**src/rtl/cpu_selftest_ctrl_if.sv**
```systemverilog
// Spare synchronous memory read port used by the self-test controller.
// The controller is the master of this port. The memory is the slave.
interface cpu_selftest_ctrl_if #(
   parameter int ADDR_W = 8,
   parameter int DATA_W = 16
);
   // mem_rd_en is a single-cycle strobe that carries mem_rd_addr. There is no
   // ready signal. mem_rd_data must hold the addressed word in the cycle that
   // follows the strobe, and the master samples it at the end of that cycle.
   logic              mem_rd_en;
   logic [ADDR_W-1:0] mem_rd_addr;
   logic [DATA_W-1:0] mem_rd_data;

   modport master (output mem_rd_en, output mem_rd_addr, input mem_rd_data);
   modport slave  (input mem_rd_en, input mem_rd_addr, output mem_rd_data);
endinterface

```
**src/rtl/cpu_selftest_ctrl.sv**
```systemverilog
// On-chip CPU self-test: reset, run until HALT, check the final PC and the memory slots, then report.
// Optional feature macro SELFTEST_TIMEOUT_EN: when it is defined, a saturated RUN cycle count ends the run with fail_code 3.
module cpu_selftest_ctrl #(
   parameter int ADDR_W    = 8,
   parameter int DATA_W    = 16,
   parameter int PC_W      = 9,
   parameter int NCHECK    = 4,
   parameter int RST_CYC   = 2,
   parameter int TIMEOUT_W = 20,
   localparam int FI_W     = (NCHECK > 1) ? $clog2(NCHECK) : 1
) (
   input  logic                     clk,
   input  logic                     reset_n,
   input  logic                     start,
   input  logic                     halt,
   input  logic [PC_W-1:0]          pc,
   input  logic [PC_W-1:0]          exp_pc,
   input  logic [NCHECK-1:0]        chk_en,
   input  logic [NCHECK*ADDR_W-1:0] chk_addr,
   input  logic [NCHECK*DATA_W-1:0] chk_data,
   cpu_selftest_ctrl_if.master      mem,
   output logic                     cpu_reset_n,
   output logic                     busy,
   output logic                     done,
   output logic                     pass,
   output logic [1:0]               fail_code,
   output logic [FI_W-1:0]          fail_idx,
   output logic [DATA_W-1:0]        got_data,
   output logic [TIMEOUT_W-1:0]     cycles,
   output logic [2:0]               dbg_state
);

   localparam int IDX_W = $clog2(NCHECK + 1);
   localparam int RC_W  = (RST_CYC > 1) ? $clog2(RST_CYC) : 1;
   localparam logic [RC_W-1:0]  RST_LAST = RC_W'(RST_CYC - 1);
   localparam logic [IDX_W-1:0] IDX_END  = IDX_W'(NCHECK);

   typedef enum logic [2:0] {
      S_IDLE  = 3'd0,
      S_RST   = 3'd1,
      S_RUN   = 3'd2,
      S_PCCHK = 3'd3,
      S_SCAN  = 3'd4,
      S_CMP   = 3'd5,
      S_DONE  = 3'd6
   } state_t;

   state_t                state, state_n;
   logic [RC_W-1:0]       rst_cnt, rst_cnt_n;
   logic                  first, first_n;
   logic [IDX_W-1:0]      idx, idx_n;
   logic [TIMEOUT_W-1:0]  cycles_n;
   logic                  pass_n;
   logic [1:0]            fail_code_n;
   logic [FI_W-1:0]       fail_idx_n;
   logic [DATA_W-1:0]     got_data_n;
   logic                  rd_en;
   logic [ADDR_W-1:0]     rd_addr;
   logic [FI_W-1:0]       slot;

   assign slot            = idx[FI_W-1:0];
   assign mem.mem_rd_en   = rd_en;
   assign mem.mem_rd_addr = rd_addr;
   assign dbg_state       = state;

   always_comb begin
      state_n     = state;
      rst_cnt_n   = rst_cnt;
      first_n     = first;
      idx_n       = idx;
      cycles_n    = cycles;
      pass_n      = pass;
      fail_code_n = fail_code;
      fail_idx_n  = fail_idx;
      got_data_n  = got_data;
      rd_en       = 1'b0;
      rd_addr     = '0;
      unique case (state)
         S_IDLE, S_DONE: begin
            if (start) begin
               pass_n      = 1'b0;
               fail_code_n = 2'd0;
               fail_idx_n  = '0;
               got_data_n  = '0;
               cycles_n    = '0;
               rst_cnt_n   = '0;
               state_n     = S_RST;
            end
         end
         S_RST: begin
            if (rst_cnt == RST_LAST) begin
               first_n = 1'b1;
               state_n = S_RUN;
            end else begin
               rst_cnt_n = rst_cnt + 1'b1;
            end
         end
         S_RUN: begin
            // The first RUN cycle masks a HALT level left over from before the reset.
            first_n  = 1'b0;
            cycles_n = (&cycles) ? cycles : cycles + 1'b1;
            if (!first && halt) begin
               state_n = S_PCCHK;
            end
`ifdef SELFTEST_TIMEOUT_EN
            else if (&cycles_n) begin
               fail_code_n = 2'd3;
               state_n     = S_DONE;
            end
`endif
         end
         S_PCCHK: begin
            if (pc != exp_pc) begin
               fail_code_n = 2'd1;
               state_n     = S_DONE;
            end else begin
               idx_n   = '0;
               state_n = S_SCAN;
            end
         end
         S_SCAN: begin
            if (idx == IDX_END) begin
               pass_n  = 1'b1;
               state_n = S_DONE;
            end else if (chk_en[slot]) begin
               rd_en   = 1'b1;
               rd_addr = chk_addr[slot*ADDR_W +: ADDR_W];
               state_n = S_CMP;
            end else begin
               idx_n = idx + 1'b1;
            end
         end
         S_CMP: begin
            if (mem.mem_rd_data != chk_data[slot*DATA_W +: DATA_W]) begin
               fail_code_n = 2'd2;
               fail_idx_n  = slot;
               got_data_n  = mem.mem_rd_data;
               state_n     = S_DONE;
            end else begin
               idx_n   = idx + 1'b1;
               state_n = S_SCAN;
            end
         end
         default: state_n = S_IDLE;
      endcase
   end

   always_ff @(posedge clk or negedge reset_n) begin
      if (!reset_n) begin
         state       <= S_IDLE;
         rst_cnt     <= '0;
         first       <= 1'b0;
         idx         <= '0;
         cycles      <= '0;
         pass        <= 1'b0;
         fail_code   <= 2'd0;
         fail_idx    <= '0;
         got_data    <= '0;
         busy        <= 1'b0;
         done        <= 1'b0;
         cpu_reset_n <= 1'b0;
      end else begin
         state       <= state_n;
         rst_cnt     <= rst_cnt_n;
         first       <= first_n;
         idx         <= idx_n;
         cycles      <= cycles_n;
         pass        <= pass_n;
         fail_code   <= fail_code_n;
         fail_idx    <= fail_idx_n;
         got_data    <= got_data_n;
         // Status flags are decoded from the next state so they change together with the state.
         busy        <= state_n inside {S_RST, S_RUN, S_PCCHK, S_SCAN, S_CMP};
         done        <= (state_n == S_DONE);
         cpu_reset_n <= !(state_n inside {S_IDLE, S_RST});
      end
   end

endmodule
```
**src/flat_wrapper.sv**
```systemverilog
// flat-port wrapper written by rule: the top's interface ports become plain ports
module cpu_selftest_ctrl_flat 
#(
   parameter int ADDR_W    = 8,
   parameter int DATA_W    = 16,
   parameter int PC_W      = 9,
   parameter int NCHECK    = 4,
   parameter int RST_CYC   = 2,
   parameter int TIMEOUT_W = 20,
   localparam int FI_W     = (NCHECK > 1) ? $clog2(NCHECK) : 1
)
  (clk, reset_n, start, halt, pc, exp_pc, chk_en, chk_addr, chk_data, cpu_reset_n, busy, done, pass, fail_code, fail_idx, got_data, cycles, dbg_state, mem_mem_rd_en, mem_mem_rd_addr, mem_mem_rd_data);
  cpu_selftest_ctrl_if #(.ADDR_W(ADDR_W), .DATA_W(DATA_W)) mem_i ();
  input  logic clk;
  input  logic reset_n;
  input  logic start;
  input  logic halt;
  input  logic [PC_W-1:0] pc;
  input  logic [PC_W-1:0] exp_pc;
  input  logic [NCHECK-1:0] chk_en;
  input  logic [NCHECK*ADDR_W-1:0] chk_addr;
  input  logic [NCHECK*DATA_W-1:0] chk_data;
  output logic cpu_reset_n;
  output logic busy;
  output logic done;
  output logic pass;
  output logic [1:0] fail_code;
  output logic [FI_W-1:0] fail_idx;
  output logic [DATA_W-1:0] got_data;
  output logic [TIMEOUT_W-1:0] cycles;
  output logic [2:0] dbg_state;
  output wire logic [$bits(mem_i.mem_rd_en)-1:0] mem_mem_rd_en;
  output wire logic [$bits(mem_i.mem_rd_addr)-1:0] mem_mem_rd_addr;
  input wire logic [$bits(mem_i.mem_rd_data)-1:0] mem_mem_rd_data;
  assign mem_mem_rd_en = mem_i.mem_rd_en;
  assign mem_mem_rd_addr = mem_i.mem_rd_addr;
  assign mem_i.mem_rd_data = mem_mem_rd_data;
  cpu_selftest_ctrl #(.ADDR_W(ADDR_W), .DATA_W(DATA_W), .PC_W(PC_W), .NCHECK(NCHECK), .RST_CYC(RST_CYC), .TIMEOUT_W(TIMEOUT_W)) u_core (.clk(clk), .reset_n(reset_n), .start(start), .halt(halt), .pc(pc), .exp_pc(exp_pc), .chk_en(chk_en), .chk_addr(chk_addr), .chk_data(chk_data), .mem(mem_i), .cpu_reset_n(cpu_reset_n), .busy(busy), .done(done), .pass(pass), .fail_code(fail_code), .fail_idx(fail_idx), .got_data(got_data), .cycles(cycles), .dbg_state(dbg_state));
endmodule
```
**config.mk**
```make
export PLATFORM = sky130hd
export DESIGN_NAME = cpu_selftest_ctrl_flat
export DESIGN_NICKNAME = d
export VERILOG_FILES = /design/src/rtl/cpu_selftest_ctrl_if.sv /design/src/rtl/cpu_selftest_ctrl.sv /design/src/flat_wrapper.sv
export SDC_FILE = /design/constraint.sdc
export NUM_CORES = 1
export LEC_CHECK = 0
export BUFFER_PORTS_ARGS = -buffer_cell sky130_fd_sc_hd__buf_2
export CAP_MARGIN = 20
export CORE_ASPECT_RATIO = 1.1
export CORE_MARGIN = 5
export CORE_UTILIZATION = 49
export CTS_CLUSTER_DIAMETER = 100
export DETAILED_ROUTE_END_ITERATION = 7
export PLACE_DENSITY = 0.86
export SLEW_MARGIN = 20
export SYNTH_ARGS = -nofsm -noshare
export SYNTH_HDL_FRONTEND = slang
export SYNTH_SLANG_ARGS = --single-unit
```
**constraint.sdc**
```tcl
create_clock -name clk -period 6.9 [get_ports clk]
set_input_delay 0 -clock clk [delete_from_list [all_inputs] [get_ports clk]]
set_output_delay 0 -clock clk [all_outputs]
set_load 0.01 [all_outputs]
```
==> results by group <==
Status
  • Status: completed

Floorplanning
  • Die area: between 9000 and 10,000 um2
  • # rows: 32
  • Ports: 194
  • Die Ht: roughly 100 um
  • Starting Density: 50.5%
  • Die W: around 92 um
  • Core area: just over 7000 um2

Yosys
  • Syn avg cell area: 10.9 um2
  • Fraction of registers with async set/reset: between 90% and 100%
  • Synthesized cell area: 3580 um2
  • Seq/Total Area, Yosys: approximately 36%
  • Post-synth EDFFs: 0
  • Cell variety after synth: 45
  • Ys flop type: dfrtp_1
  • Mapped Nets: between 400 and 500
  • Post-Synthesis Cells: 330
  • Yosys reg bits: 52
  • Synth warnings: 0

Routing
  • Final WL: roughly 10 mm
  • Remaining antenna violation count: 0
  • Drt wl/cell: 16.8 um
  • DR vias/cell: between 5 and 6
  • Routed via count: around 3,400
  • # DRC: 0
  • Iteration-0 DRC Markers: 180
  • Router iterations before antenna repair: 6

Timing
  • RSZ-0062 raised after global routing: no
  • Final Max Slew Viols: 0
  • Clk_skew: about 0.013 ns
  • Fin crit share: around half
  • Fin crit period: between 3 and 4 ns
  • Hold WS: roughly 0.07 ns
  • TNS Setup: 0 ns
  • Fmax: around 300 MHz
  • Max-slew headroom: 25.7%
  • Fin. Hold Viols: 0
  • Endpoints failing setup: 0
  • Tightest Pin Transition: roughly 1.1 ns

Clock network
  • Clock buffers created by TritonCTS: 5
  • Sink Count: 52
  • CTS resizes: 0
  • Clk slew on worst S/H paths: around 0.10 ns
  • Clock Latency Late Sink: around 0.32 ns
  • TritonCTS clock tree: yes
  • Count of H-tree levels built during CTS: 2
  • Max Buffers Root-to-Sink: 2
  • Root Driver: clkbuf_8

Finish
  • Non-Filler Instances: 618
  • Final nets: roughly 670
  • Antenna Cells: 0
  • Share of post-route cells with drive strength above 1: 47.1%
  • Commonest non-fill, non-tap cell in the layout: buf_2
  • Filler cells: 567
  • Most frequent cells in the layout: buf_2, dfrtp_1, xnor2_1
  • Synth-to-Final Area Change: 35.3%

Pwr
  • Pwr dens: ~260 nW/um2
  • Maximum VDD drop: 129 uV
  • P_leak: around 2.3 nW

Critical path
  • Crit path depth: 7
  • CP Launch Point: u_core.idx[0]
  • Cells along the critical path: mux4_2, xnor2_1, nand4_1, nor4_4, nor2_2, buf_4, mux2_4
  • Required @ worst endpoint: 7.10 ns
  • CP startpoint kind: flip-flop
  • Worst setup EP type: flip-flop
  • FF-to-FF path depth: 7
  • FF-to-FF setup slack: approximately 3.6 ns
  • Crit path DAT: between 3 and 4 ns
  • Max FO, Critical Path: 28
  • Slowest CP cell: dfrtp_2
  • Worst path bufs/invs: 1
  • Largest delay share family, worst path: simple AND/OR/NAND/NOR gates
  • RR Startpoint: u_core.idx[0]
  • Worst Setup EP: u_core.got_data[3]
  • Reg-to-reg endpoint: u_core.got_data[3]
  • Crit path kind: flip-flop to flip-flop
  • CP peak stage delay: a little over 0.9 ns

Global routing
  • Largest net degree at the start of global routing: 53
  • First-pass GRT wire length: about 17 mm
  • Met3 GRT Util: 5.14%
  • Initial antenna violation count: 1
  • M2 GR Usage: a little over two fifths
  • GR Util met1: between 20% and 30%
  • Most Crowded Layer GR: met2
  • Vias in the first global route: 3,653
  • Total grt overflow: 0
  • Tot GR Track Use: a little under a quarter

Hold path
  • Hold depth: 4
  • Hold crit path type: input port to flip-flop

Placed design
  • Post-DP HPWL: ~8.2 mm
  • GPL Wtd Cong: between 0.8 and 0.9
  • # port buffers: 193
  • Dpl cells: ~590

Job
  • Max_cap viols: 0
## what timing repair did
item                      CTS  global route
hold endpoints to repair   68             0
setup buffers               0             0
hold buffers               17             0
## worst min-delay path by stage
| stage | from | slack [ns] | to |
|---|---|---|---|
| detailed placement | reset_n | 0.15 | u_core.cycles[17] |
| floorplan | reset_n | -0.30 | u_core.busy |
| global route | start | 0.07 | u_core.cpu_reset_n |
| global placement | reset_n | 0.15 | u_core.cycles[17] |
| finish | start | 0.07 | u_core.cpu_reset_n |
| CTS | start | 0.06 | u_core.cpu_reset_n |
## routing by layer
layer / share of wire, % / vias to the layer above
met5: 0.12 / -
met4: 2.6 / 2
met3: 6.0 / 28
met2: 54 / 128
met1: 37 / 1639
li1: - / 1597
## kinds of logic after synthesis
family	synth area share (%)
compound gates	5.77
simple gates	19.3
fa+ha+maj	1.33
xor+xnor	9.78
buf+inv	3.91
mux	23.6
flops	36.3
## cell usage after synthesis (2+ instances only)
cell	count	area, um2
nand2_1	18	67.6
mux2i_1	2	20.0
a31oi_1	2	12.5
a21oi_1	8	40.0
buf_1	2	7.51
nand2b_1	3	18.8
mux4_2	25	563
dfrtp_1	52	1300
clkbuf_1	11	41.3
mux2_2	2	22.5
nor3b_1	2	15.0
o21ai_0	11	55.1
and4_1	3	26.3
inv_1	10	37.5
nor2_1	24	90.1
or3_1	3	18.8
nor4_1	7	43.8
o21a_1	2	15.0
ha_1	3	37.5
xnor2_1	31	272
nand3_1	6	30.0
nor2b_1	26	163
nor3_1	19	95.1
nand4_1	10	62.6
a22o_1	2	17.5
xor2_1	9	78.8
mux2_4	16	240
buf_6	4	45.0
## through the flow
step | power [W] | util, % | area (um2) | setup slack, ns
floorplan | 0.000879 | - | 3580 | 4.37
global placement | 0.00105 | 64.7 | 4580 | 3.61
detailed placement | 0.00107 | 64.7 | 4580 | 3.52
CTS | 0.00125 | 68.4 | 4850 | 3.51
global route | 0.00133 | 68.4 | 4850 | 3.38
finish | 0.00124 | 68.4 | 4850 | 3.56
## final cells by class
class                           instances  area [um2]  area share (%)
Tap cell                               85         106            2.19
Multi-Input combinational cell        249        2140            44.3
Inverter                               11        41.3           0.852
Clock inverter                          3        23.8           0.491
Sequential cell                        52        1300            26.9
Clock buffer                            5        68.8            1.42
Timing Repair Buffer                  213        1160            23.9
## tightest hold or removal path: cells and delay by family
kind	cells	cell delay (ns)
compound gates	1	0.07
simple gates	2	0.15
buf+inv	1	0.13
## flip-flops by register name (all words and copies together), names as in the netlist
| register | flops |
|---|---|
| u_core.done | 1 |
| u_core.busy | 1 |
| u_core.got_data | 16 |
| u_core.rst_cnt | 1 |
| u_core.fail_code | 2 |
| u_core.cycles | 20 |
| u_core.idx | 3 |
| u_core.cpu_reset_n | 1 |
| u_core.dbg_state | 3 |
| u_core.pass | 1 |
| u_core.fail_idx | 2 |
| u_core.first | 1 |
## power breakdown
group	leakage, nW	total [W]	switching, W	internal (W)
sequential	0.696	0.000480	0.000105	0.000375
clock	0.0404	0.000180	0.000108	0.0000721
combinational	1.60	0.000585	0.000277	0.000308
total	2.34	0.00124	0.000490	0.000755
Power figures use the tool's default switching activity.
